==> config.mk <==
export PLATFORM = sky130hd
export DESIGN_NAME = sram_readout
export DESIGN_NICKNAME = d
export VERILOG_FILES = /design/src/rtl/sram_readout.sv
export SDC_FILE = /design/constraint.sdc
export NUM_CORES = 1
export LEC_CHECK = 0
export ABC_AREA = 0
export CORE_ASPECT_RATIO = 1.25
export CORE_MARGIN = 2
export CORE_UTILIZATION = 45
export DETAILED_ROUTE_END_ITERATION = 6
export HOLD_SLACK_MARGIN = 0.15
export PLACE_DENSITY = 0.69
export REMOVE_ABC_BUFFERS = 1
export SYNTH_ARGS = -nofsm -noshare
export SYNTH_HDL_FRONTEND = slang
export SYNTH_SLANG_ARGS = --single-unit
==> constraint.sdc <==
create_clock -name rd_clk -period 3.1 [get_ports rd_clk]
set_clock_uncertainty 0.2 [all_clocks]
set_input_delay 0.62 -clock rd_clk [delete_from_list [all_inputs] [get_ports rd_clk]]
set_output_delay 0.62 -clock rd_clk [all_outputs]
set_load 0.01 [all_outputs]
==> src/rtl/sram_readout.sv <==
// Read-side controller for the capture SRAM. It streams word_cnt words from base_addr
// upward (wrapping) onto a valid/ready master port, with a small FIFO absorbing read latency.
module sram_readout #(
    parameter int DATA_LEN   = 32,
    parameter int DEPTH      = 1024,
    parameter int ADDR_LEN   = $clog2(DEPTH),
    parameter int FIFO_DEPTH = 4
) (
    input  logic                rd_clk,
    input  logic                rst,
    input  logic                start,
    input  logic                abort,
    input  logic [ADDR_LEN-1:0] base_addr,
    input  logic [ADDR_LEN:0]   word_cnt,
    output logic                busy,
    output logic                done,
    output logic [ADDR_LEN-1:0] sram_rd_addr,
    output logic                sram_rd_en_n,
    input  logic [DATA_LEN-1:0] sram_data_i,
    output logic [DATA_LEN-1:0] m_data,
    output logic                m_valid,
    input  logic                m_ready
);

    localparam int PTR_W = $clog2(FIFO_DEPTH);
    localparam logic [PTR_W+1:0] FIFO_FULL = FIFO_DEPTH[PTR_W+1:0];

    localparam logic [1:0] S_IDLE  = 2'd0;
    localparam logic [1:0] S_READ  = 2'd1;
    localparam logic [1:0] S_DRAIN = 2'd2;
    localparam logic [1:0] S_DONE  = 2'd3;

    logic [1:0]          state;
    logic [ADDR_LEN-1:0] next_addr;
    logic [ADDR_LEN:0]   total_cnt;
    logic [ADDR_LEN:0]   issued_cnt;
    logic [ADDR_LEN:0]   issued_nxt;

    logic [DATA_LEN-1:0] fifo_mem [FIFO_DEPTH];
    logic [PTR_W-1:0]    wr_ptr;
    logic [PTR_W-1:0]    rd_ptr;
    logic [PTR_W:0]      fifo_cnt;

    logic                req_vld_p1;
    logic                pop;
    logic                launch;
    logic                last_launch;
    logic                drained;
    logic                cancel;
    logic [PTR_W+1:0]    occ_after;

    // A request launched on the previous edge delivers its word on this edge.
    assign req_vld_p1 = ~sram_rd_en_n;
    assign m_valid    = (fifo_cnt != '0);
    assign m_data     = m_valid ? fifo_mem[rd_ptr] : '0;
    assign pop        = m_valid && m_ready;
    assign busy       = (state != S_IDLE);
    assign done       = (state == S_DONE);
    assign cancel     = abort && (state != S_IDLE);

    // Occupancy once this edge's pop and in-flight push have settled; a new request
    // may only go out if its word is guaranteed a slot one edge later.
    assign occ_after = {1'b0, fifo_cnt}
                     + {{(PTR_W+1){1'b0}}, req_vld_p1}
                     - {{(PTR_W+1){1'b0}}, pop};

    assign issued_nxt  = issued_cnt + {{ADDR_LEN{1'b0}}, 1'b1};
    assign launch      = (state == S_READ) && !abort
                      && (issued_cnt != total_cnt) && (occ_after < FIFO_FULL);
    assign last_launch = launch && (issued_nxt == total_cnt);
    assign drained     = (fifo_cnt == {{PTR_W{1'b0}}, pop}) && !req_vld_p1;

    always_ff @(posedge rd_clk) begin
        if (rst || cancel) begin
            state        <= S_IDLE;
            sram_rd_en_n <= 1'b1;
            sram_rd_addr <= '0;
            next_addr    <= '0;
            total_cnt    <= '0;
            issued_cnt   <= '0;
            wr_ptr       <= '0;
            rd_ptr       <= '0;
            fifo_cnt     <= '0;
        end else begin
            sram_rd_en_n <= !launch;
            if (launch) begin
                sram_rd_addr <= next_addr;
                next_addr    <= next_addr + {{(ADDR_LEN-1){1'b0}}, 1'b1};
                issued_cnt   <= issued_nxt;
            end

            if (req_vld_p1) begin
                wr_ptr <= wr_ptr + {{(PTR_W-1){1'b0}}, 1'b1};
            end
            if (pop) begin
                rd_ptr <= rd_ptr + {{(PTR_W-1){1'b0}}, 1'b1};
            end
            fifo_cnt <= fifo_cnt + {{PTR_W{1'b0}}, req_vld_p1} - {{PTR_W{1'b0}}, pop};

            case (state)
                S_IDLE: begin
                    if (start) begin
                        next_addr  <= base_addr;
                        total_cnt  <= word_cnt;
                        issued_cnt <= '0;
                        state      <= (word_cnt == '0) ? S_DONE : S_READ;
                    end
                end
                S_READ: begin
                    if (last_launch) begin
                        state <= S_DRAIN;
                    end
                end
                S_DRAIN: begin
                    if (drained) begin
                        state <= S_DONE;
                    end
                end
                default: begin
                    state <= S_IDLE;
                end
            endcase
        end
    end

    // Storage carries data only; pointers and count decide what is live.
    always_ff @(posedge rd_clk) begin
        if (req_vld_p1) begin
            fifo_mem[wr_ptr] <= sram_data_i;
        end
    end

endmodule

# Word-level counts from Yosys, hierarchy flattened
# Memory sizes are Yosys's and may differ from the RTL's. A register that Yosys moved wholly into a read port is not among the register bits.
# Cells that the tools add are included.
# W data, S select, Z words.
# op_classes
n_lt_le_gt_ge	1
eq_ne	9
n_addsub	8
mux	15
reduce_logical	16
bitwise	1
# op_table
op	n
$mux W11	3
$mux W32	1
$mux W10	3
$mux W2	6
$add A11 B1 Y11 const B	1
$eq A11 B11 Y1	1
$logic_not A11 Y1	1
$ne A11 B11 Y1	1
$add A10 B1 Y10 const B	1
$logic_and A1 B1 Y1	7
$ne A2 B2 Y1 const B	3
$pmux W2 S3	1
$add A2 B1 Y2 const B	2
$add A3 B1 Y4	1
$eq A2 B2 Y1 const B	2
$lt A4 B3 Y1 const B	1
$sub A4 B1 Y4	1
$add A3 B1 Y3	1
$eq A3 B1 Y1	1
$reduce_and A3 Y1	1
$reduce_bool A3 Y1	1
$sub A3 B1 Y3	1
$eq A2 B1 Y1 const B	1
$logic_not A1 Y1	2
other kinds (6)	6
# word_totals
ram_bits	128
out_inout_bits	46
inputBits	58
elab_cells	60
reg_bits	52
memories	1
# memory_table
memory	depth	width	rd	rd_ports_with_merged_regs	wr	line	source
fifo_mem	4	32	1	1	1	39	logic [DATA_LEN-1:0] fifo_mem [FIFO_DEPTH];

# Logic depth before layout (Yosys ltp)
# Gate-level depths: netlist of run 1.
# depth
ltp_word	8
mapped_depth	15
ltp_nobuf	13

# Worst setup path before layout of run 1
# OpenSTA, ideal clock, no wires.
# synth_timing
kind	reg-to-reg
startpoint	register fifo_cnt[1]
endpoint	register issued_cnt[8]
n_path_buf	1
slack_ns	-0.251
setup_time_ns	0.071
stages_incl_launch_ff	15
synth_period_minus_slack_ns	3.351
t_arrival_ns	3.080
required_time_ns	2.829
path_cell_list	dfxtp_1 -> or3_1 -> and2_1 -> ha_1 -> inv_1 -> ha_1 -> inv_1 -> fa_1 -> xor2_1 -> and3b_1 -> and3_1 -> buf_4 -> nand3_1 -> or4_1 -> a21oi_1
# synth_between
elab_chain_cells	8
elab_cells_between_ends	9
cone_classes	add/sub (2); order compare (1); mux (3); reduce/logical (3)
# synth_lines
element	line	source
start: declaration	42	logic [PTR_W:0] fifo_cnt;
start signal: assignment	98	fifo_cnt <= fifo_cnt + {{PTR_W{1'b0}}, req_vld_p1} - {{PTR_W{1'b0}}, pop};
$reduce_bool A3 Y1 *	54	assign m_valid = (fifo_cnt != '0);
$logic_and A1 B1 Y1 *	56	assign pop = m_valid && m_ready;
net pop	45	logic pop;
$sub A4 B1 Y4 *	65	- {{(PTR_W+1){1'b0}}, pop};
$lt A4 B3 Y1 *	69	&& (issued_cnt != total_cnt) && (occ_after < FIFO_FULL);
$logic_and A1 B1 Y1 *	69	
$mux W11 *	86	if (launch) begin
$mux W11	102	if (start) begin
$mux W11 *	100	case (state)
end signal: assignment	89	issued_cnt <= issued_nxt;
end: declaration	36	logic [ADDR_LEN:0] issued_cnt;
# The timed path passes the listed nets; every way through them passes the cells marked *.
# A chain may end at the register's enable or synchronous reset.

# Worst setup path in the final report of run 1
# layout_timing
startpoint	register fifo_cnt[1]
endpoint	register next_addr[5]
# layout_between
elab_chain_cells	8
elab_cells_between_ends	9
cone_classes	add/sub (2); order compare (1); mux (3); reduce/logical (3)
# layout_lines
element	line	source
$reduce_bool A3 Y1 *	54	
$logic_and A1 B1 Y1 *	56	
net pop	45	
$sub A4 B1 Y4 *	65	
$lt A4 B3 Y1 *	69	
$logic_and A1 B1 Y1 *	69	
$mux W10 *	86	
$mux W10	102	
$mux W10 *	100	
end signal: assignment	88	next_addr <= next_addr + {{(ADDR_LEN-1){1'b0}}, 1'b1};
end signal: assignment	103	next_addr <= base_addr;
end: declaration	34	logic [ADDR_LEN-1:0] next_addr;
# Marked as above.

==> results of run 1 <==
worst paths after layout:
path                                 from                      endpoint  slack (ns)  cells past startpoint
max                fifo_cnt[1]$_SDFF_PP0_       next_addr[5]$_SDFF_PP0_       -0.16                     14
min          sram_rd_addr[6]$_SDFFE_PP0P_  sram_rd_addr[6]$_SDFFE_PP0P_        0.27                      2
max reg2reg        fifo_cnt[1]$_SDFF_PP0_       next_addr[5]$_SDFF_PP0_       -0.16                     14
min reg2reg  sram_rd_addr[6]$_SDFFE_PP0P_  sram_rd_addr[6]$_SDFFE_PP0P_        0.27                      2
sequential cells by signal, indices dropped and copies added, names as in the netlist, named ones only:
name and count:
fifo_mem 128, next_addr 10, sram_rd_addr 10, wr_ptr 2
state 2, sram_rd_en_n 1, fifo_cnt 3, rd_ptr 2
issued_cnt 11, total_cnt 11
critical path, cell delays in order, from the launching register on:
cell and delay, ns:
dfxtp_2 0.33, or3_4 0.40, and2_4 0.16, ha_4 0.21, inv_2 0.06, ha_4 0.13, inv_2 0.04, fa_2 0.36
xor2_2 0.16, and3b_2 0.23, and3_4 0.20, buf_8 0.16, nand4b_1 0.13, xor2_1 0.18, a211oi_1 0.24
stage by stage:
step	setup WS (ns)	cells
after floorplan	-0.979	524
after global placement	-0.539	869
after detailed placement	-0.649	869
after CTS	-0.225	907
after global routing	-0.237	908
final	-0.162	909
cells in the final DEF, fill, tap and decap left out, drive strengths merged, types with 4 or more instances in the layout:
cell type      synthesis  routed
a21o                   4       4
buf                   14      28
clkbuf                14      18
xor2                  27      27
xnor2                 12      12
nand4                 11      11
ha                    14      14
clkdlybuf4s50          0     103
and2b                  4       4
a21oi                 30      30
a31oi                  4       4
and3                   9       9
mux4                  32      32
edfxtp               128     128
dfxtp                 54      54
nor4                   6       6
a211oi                 7       7
nand2                 40      40
o21ai                  6       6
inv                   12      21
and2                  38      38
nor2                  25      25
nand3                 28      28
routing by layer:
layer | vias up | track usage | share of wire
li1 | 2324 | - | -
met1 | 2424 | 0.214 | 0.40
met2 | 151 | 0.349 | 0.53
met3 | 21 | 0.0429 | 0.050
met4 | 2 | 0.0580 | 0.012
met5 | - | 0 | 0.00066
what timing repair did:
action / in CTS / in global routing
gates cloned: 1 / 1
setup endpoints to repair: 39 / 52
buffers inserted: 5 / 2
pin swaps: 8 / 8
resized for setup: 18 / 11
final cells by class:
class	instances	area, um2
diodes	1	2.50
clock buffers	17	425
clock inverters	15	180
fillers	1328	6930
inverters	12	45.0
multi-input cells	330	2790
flip-flops and latches	182	4930
well taps	220	275
repair buffers	132	1330
cells by family after synthesis:
kind of cell,share of synthesized area
simple gates,0.130
flops,0.632
fa+ha+maj,0.0251
xor+xnor,0.0438
mux,0.0964
buf+inv,0.0218
compound gates,0.0503
power by group through the flow:
stage / logic, mW / clock network [mW] / registers [mW]
6_report: 2.59 / 2.19 / 2.87
2_1_floorplan: 1.20 / 0 / 2.96
3_5_place_dp: 2.37 / 0 / 2.90
3_3_place_gp: 2.33 / 0 / 2.89
5_1_grt: 2.81 / 2.33 / 2.88
4_1_cts: 2.53 / 2.23 / 2.86
==> run metrics, run 1 <==
die area 18400 um2; drt initial violations 333; I/O pin total 104; # port buffers 103; area leader, netlist edfxtp_1; Post-Syn Instances 552; # DRC 0; Hold Path Class register to register; vias just under 5000; fraction of layout cells with a size suffix above 1 0.189; crit start category register; aggregate global-route resource usage 0.188; fmax 0.307 GHz; share of the synthesized area in the top cell type 0.493; ys flop type edfxtp_1; final setup fails 29; CTS buffer count 17; first-pass GRT wire length between 20000 and 30000 um; Post-CTS Hold Buffers 0; height of the die 151 um; final worst path period need 3.26 ns; worst vdd ir 0.375 mV; H-tree depth 4; Rows 53; Setup TNS Final -1.60 ns; CTS clk-pin slew, worst paths 0.08 ns; sequential fraction of the synthesis area 0.632; initial core utilization 0.461; Least-Margin Pin Slew ~0.90 ns; post-DR vias/cell 5.41; largest net degree at the start of global routing 34; Clk pwr share 0.286; Leakage 3.38 nW; Switch Pwr between 2 and 2.5 mW; Synth Area per Inst around 14 um2; top cells by area, synth edfxtp_1 (49%), dfxtp_1 (14%), mux4_2 (9.3%); final period utilization 1.05; Core Area 16900 um2; Detailed Place HPWL 10800 um; GP Congestion 0.865; RSZ-0062 raised after global routing yes; sw frac 0.303; total power approximately 7.6 mW; crit path capture type register; most frequent cells after synthesis edfxtp_1 (128), dfxtp_1 (54), nand2_1 (39), and2_1 (38), mux4_2 (32); grt total ovfl 0; register share of total power 0.375; final max-slew violation count 0; Max-cap violations 0; number of synthesized flops with an enable pin ~130; setup ws final -0.162 ns; CTS sink count ~180; Comb pwr share 0.339; Setup CP Type register to register; Critical Path AT 3.41 ns; DIE WIDTH 122 um; CTS max path bufs 2; WL final between 15000 and 20000 um; DR WL/cell 18.3 um; failing checks negative setup slack; worst-path maximum fanout 17; hold_ws 0.269 ns; run status finished, violations left; most numerous cell in the Yosys netlist edfxtp_1; Final nets 748; Final Hold Viols 0; DRT Pass-1 Iters 4; vias in the first global route 5187; initial antenna violation count 2; flops & latches, synth 182; CP required 3.25 ns; internal power consumption between 5 and 6 mW; Yosys warnings 0; Syn-to-layout area delta 28.1%; Slew headroom 0.399; Final ANT Viol Nets 0; fin util 0.590; placed inst area 9160 um2; CTS tree done; Power Density between 700 and 800 nW/um2; clk_lat worst skew around 0.43 ns; Distinct cells, synth slightly below 60; fin area 9980 um2; Cell Area, Synth 7790 um2; async set-reset flop share out of synthesis 0; root buffer cell clkbuf_16
Note: power is estimated with default switching activity, not from simulation.
==> inputs of run 2 (changes only) <==
Settings changed: ABC_CLOCK_PERIOD_IN_PS set to 2600.
Clock period 3.1 ns to 2.6 ns, I/O delays scaled along.
==> run 2 against run 1 <==
The flow still finishes with violations (negative setup slack). Critical path depth did not move. Die area did not move. Cell count rose by 4.3%. Highest routed layer is now met4. Cell area rose by 4.9%. Maximum frequency rose by 0.33%. Non-clock buffer count rose by 41.
==> run metrics, run 2 (synthesized netlist as in run 1, its figures left out) <==
setup ws final -0.651 ns (-0.489 ns); Syn-to-layout area delta 34.3%; initial antenna violation count 1 (-1); Least-Margin Pin Slew 0.501 ns (-0.399 ns); post-place setup slack -1.16 ns (-0.516 ns); # port buffers 103 (unchanged); vias in the first global route 5369 (+3.5%); biggest regs fifo_mem x128, issued_cnt x11, total_cnt x11; Crit-path slowest cell or4_4; Antenna Cells 0 (-1); H-tree depth 4 (unchanged); largest net degree at the start of global routing 34 (unchanged); Power Density 931 nW/um2 (+22%); worst-path maximum fanout 2 (-15); Setup CP Type register to register; fmax 0.308 GHz (+0.33%); final period utilization 1.25 (+0.198); Rows 53 (unchanged); FF+latch area 4930 um2 (unchanged); run status finished, violations left; RSZ-0062 raised after global routing yes; max reg flops 128 (unchanged); internal power consumption 6.87 mW (+29%); CTS tree done; WL final 17000 um (+2.6%); clk_lat worst skew 0.43 ns (about the same); die area 18400 um2 (unchanged); CTS buffer count 17 (unchanged); Buf/Inv on CP 3 (unchanged); Leakage 3.74 nW (+10%); CTS clk-pin slew, worst paths 0.07 ns (about the same); fraction of layout cells with a size suffix above 1 0.306 (+0.117); Biggest register fifo_mem; fin util 0.619 (+0.0287); Clk pwr share 0.269 (-0.017); Critical Path AT 3.40 ns (about the same); DRT Pass-1 Iters 4 (unchanged); worst vdd ir 0.498 mV (+33%); Setup TNS Final -19.88 ns (-18.28 ns); crit path capture type register; Final Hold Viols 0 (unchanged); first-pass GRT wire length 27000 um (+3.0%); area occupied by multi-input gates 2850 um2 (+2.3%); final worst path period need 3.25 ns (-0.0106 ns); I/O pin total 104 (unchanged); Max-cap violations 0 (unchanged); reg2reg setup slack -0.65 ns (-0.49 ns); Final nets 789 (+5.5%); grt total ovfl 0 (unchanged); Comb pwr share 0.382 (+0.043); root buffer cell clkbuf_16; vias 5075 (+3.1%); height of the die 151 um (unchanged); crit start category register; Hold Path Class register to register; Post-CTS Hold Buffers 0 (unchanged); final max-slew violation count 0 (unchanged); final setup fails 59 (+100%); delay-heaviest family, CP simple AND/OR/NAND/NOR gates; sw frac 0.295 (-0.00713); fill cell count 1289 (-2.9%); Final ANT Viol Nets 0 (unchanged); Core Area 16900 um2 (unchanged); DR WL/cell 18.0 um (-1.6%); Slew headroom 0.665 (+0.266); CP required 2.74 ns (-0.51 ns); DIE WIDTH 122 um (unchanged); post-DR vias/cell 5.35 (-1.1%); Switch Pwr 2.88 mW (+25%); CTS sink count 182 (unchanged); Detailed Place HPWL 11100 um (+2.2%); initial core utilization 0.461 (unchanged); max incr delay on CP 0.43 ns (+0.03 ns); CTS max path bufs 2 (unchanged); aggregate global-route resource usage 0.193 (+0.00484); drt initial violations 291 (-13%); most common cell after layout, fill and taps aside edfxtp_1; register share of total power 0.349 (-0.026); failing checks negative setup slack; GP Congestion 0.863 (-0.24%); hold_ws 0.259 ns (-0.00983 ns); most frequent cells in the layout edfxtp_1 (128), clkdlybuf4s50_1 (70), dfxtp_1 (50); # DRC 0 (unchanged); crit-path cells or3_4 > and2_4 > ha_4 > inv_4 > ha_4 > inv_4 > fa_2 > xor2_2 > and3b_1 > and3_4 > buf_6 > nand3_4 > or4_4 > a21oi_2
run 2: repair_timing:
item,CTS,global route
gates cloned,0,0
buffers inserted,34,13
pin swaps,20,7
hold endpoints to repair,0,0
setup endpoints to repair,67,67
resized for setup,202,47
run 2: power groups by stage:
stage / logic, mW / registers (mW) / clock network [mW]
after floorplan: 1.43 / 3.52 / 0
after global placement: 2.85 / 3.45 / 0
after detailed placement: 2.89 / 3.46 / 0
after CTS: 3.43 / 3.40 / 2.66
after global routing: 4.01 / 3.42 / 2.78
final: 3.72 / 3.40 / 2.63
run 2: path summary, 6_finish.rpt:
kind                                     start                           end  cells past startpoint
hold / removal    sram_rd_addr[3]$_SDFFE_PP0P_  sram_rd_addr[3]$_SDFFE_PP0P_                      2
setup / recovery        fifo_cnt[0]$_SDFF_PP0_      issued_cnt[8]$_SDFF_PP0_                     14
setup reg to reg        fifo_cnt[0]$_SDFF_PP0_      issued_cnt[8]$_SDFF_PP0_                     14
hold reg to reg   sram_rd_addr[3]$_SDFFE_PP0P_  sram_rd_addr[3]$_SDFFE_PP0P_                      2
run 2: routing by layer:
| metal | wire length, um | global-route usage |
|---|---|---|
| met5 | 0 | 0 |
| met4 | 308 | 0.0638 |
| met3 | 935 | 0.0497 |
| met2 | 8900 | 0.345 |
| met1 | 6890 | 0.225 |
run 2: worst reg2reg max path: stages, from the launching register on:
cell     delay (ns)
dfxtp_2        0.32
or3_4          0.39
and2_4         0.17
ha_4           0.22
inv_4          0.05
ha_4           0.14
inv_4          0.04
fa_2           0.36
xor2_2         0.16
and3b_1        0.19
and3_4         0.19
buf_6          0.10
nand3_4        0.07
or4_4          0.43
a21oi_2        0.15
run 2: cell type report:
class	count	share of cell area
Multi-Input combinational cell	330	0.273
Clock buffer	18	0.0410
Inverter	12	0.00478
Clock inverter	13	0.0166
Tap cell	220	0.0263
Timing Repair Buffer	173	0.167
Sequential cell	182	0.471
run 2: per-stage QoR:
step	instances	area, um2	power (mW)
floorplan	524	7660	4.95
global placement	880	9280	6.31
detailed placement	880	9280	6.35
CTS	944	10300	9.50
global route	948	10500	10.2
finish	948	10500	9.75
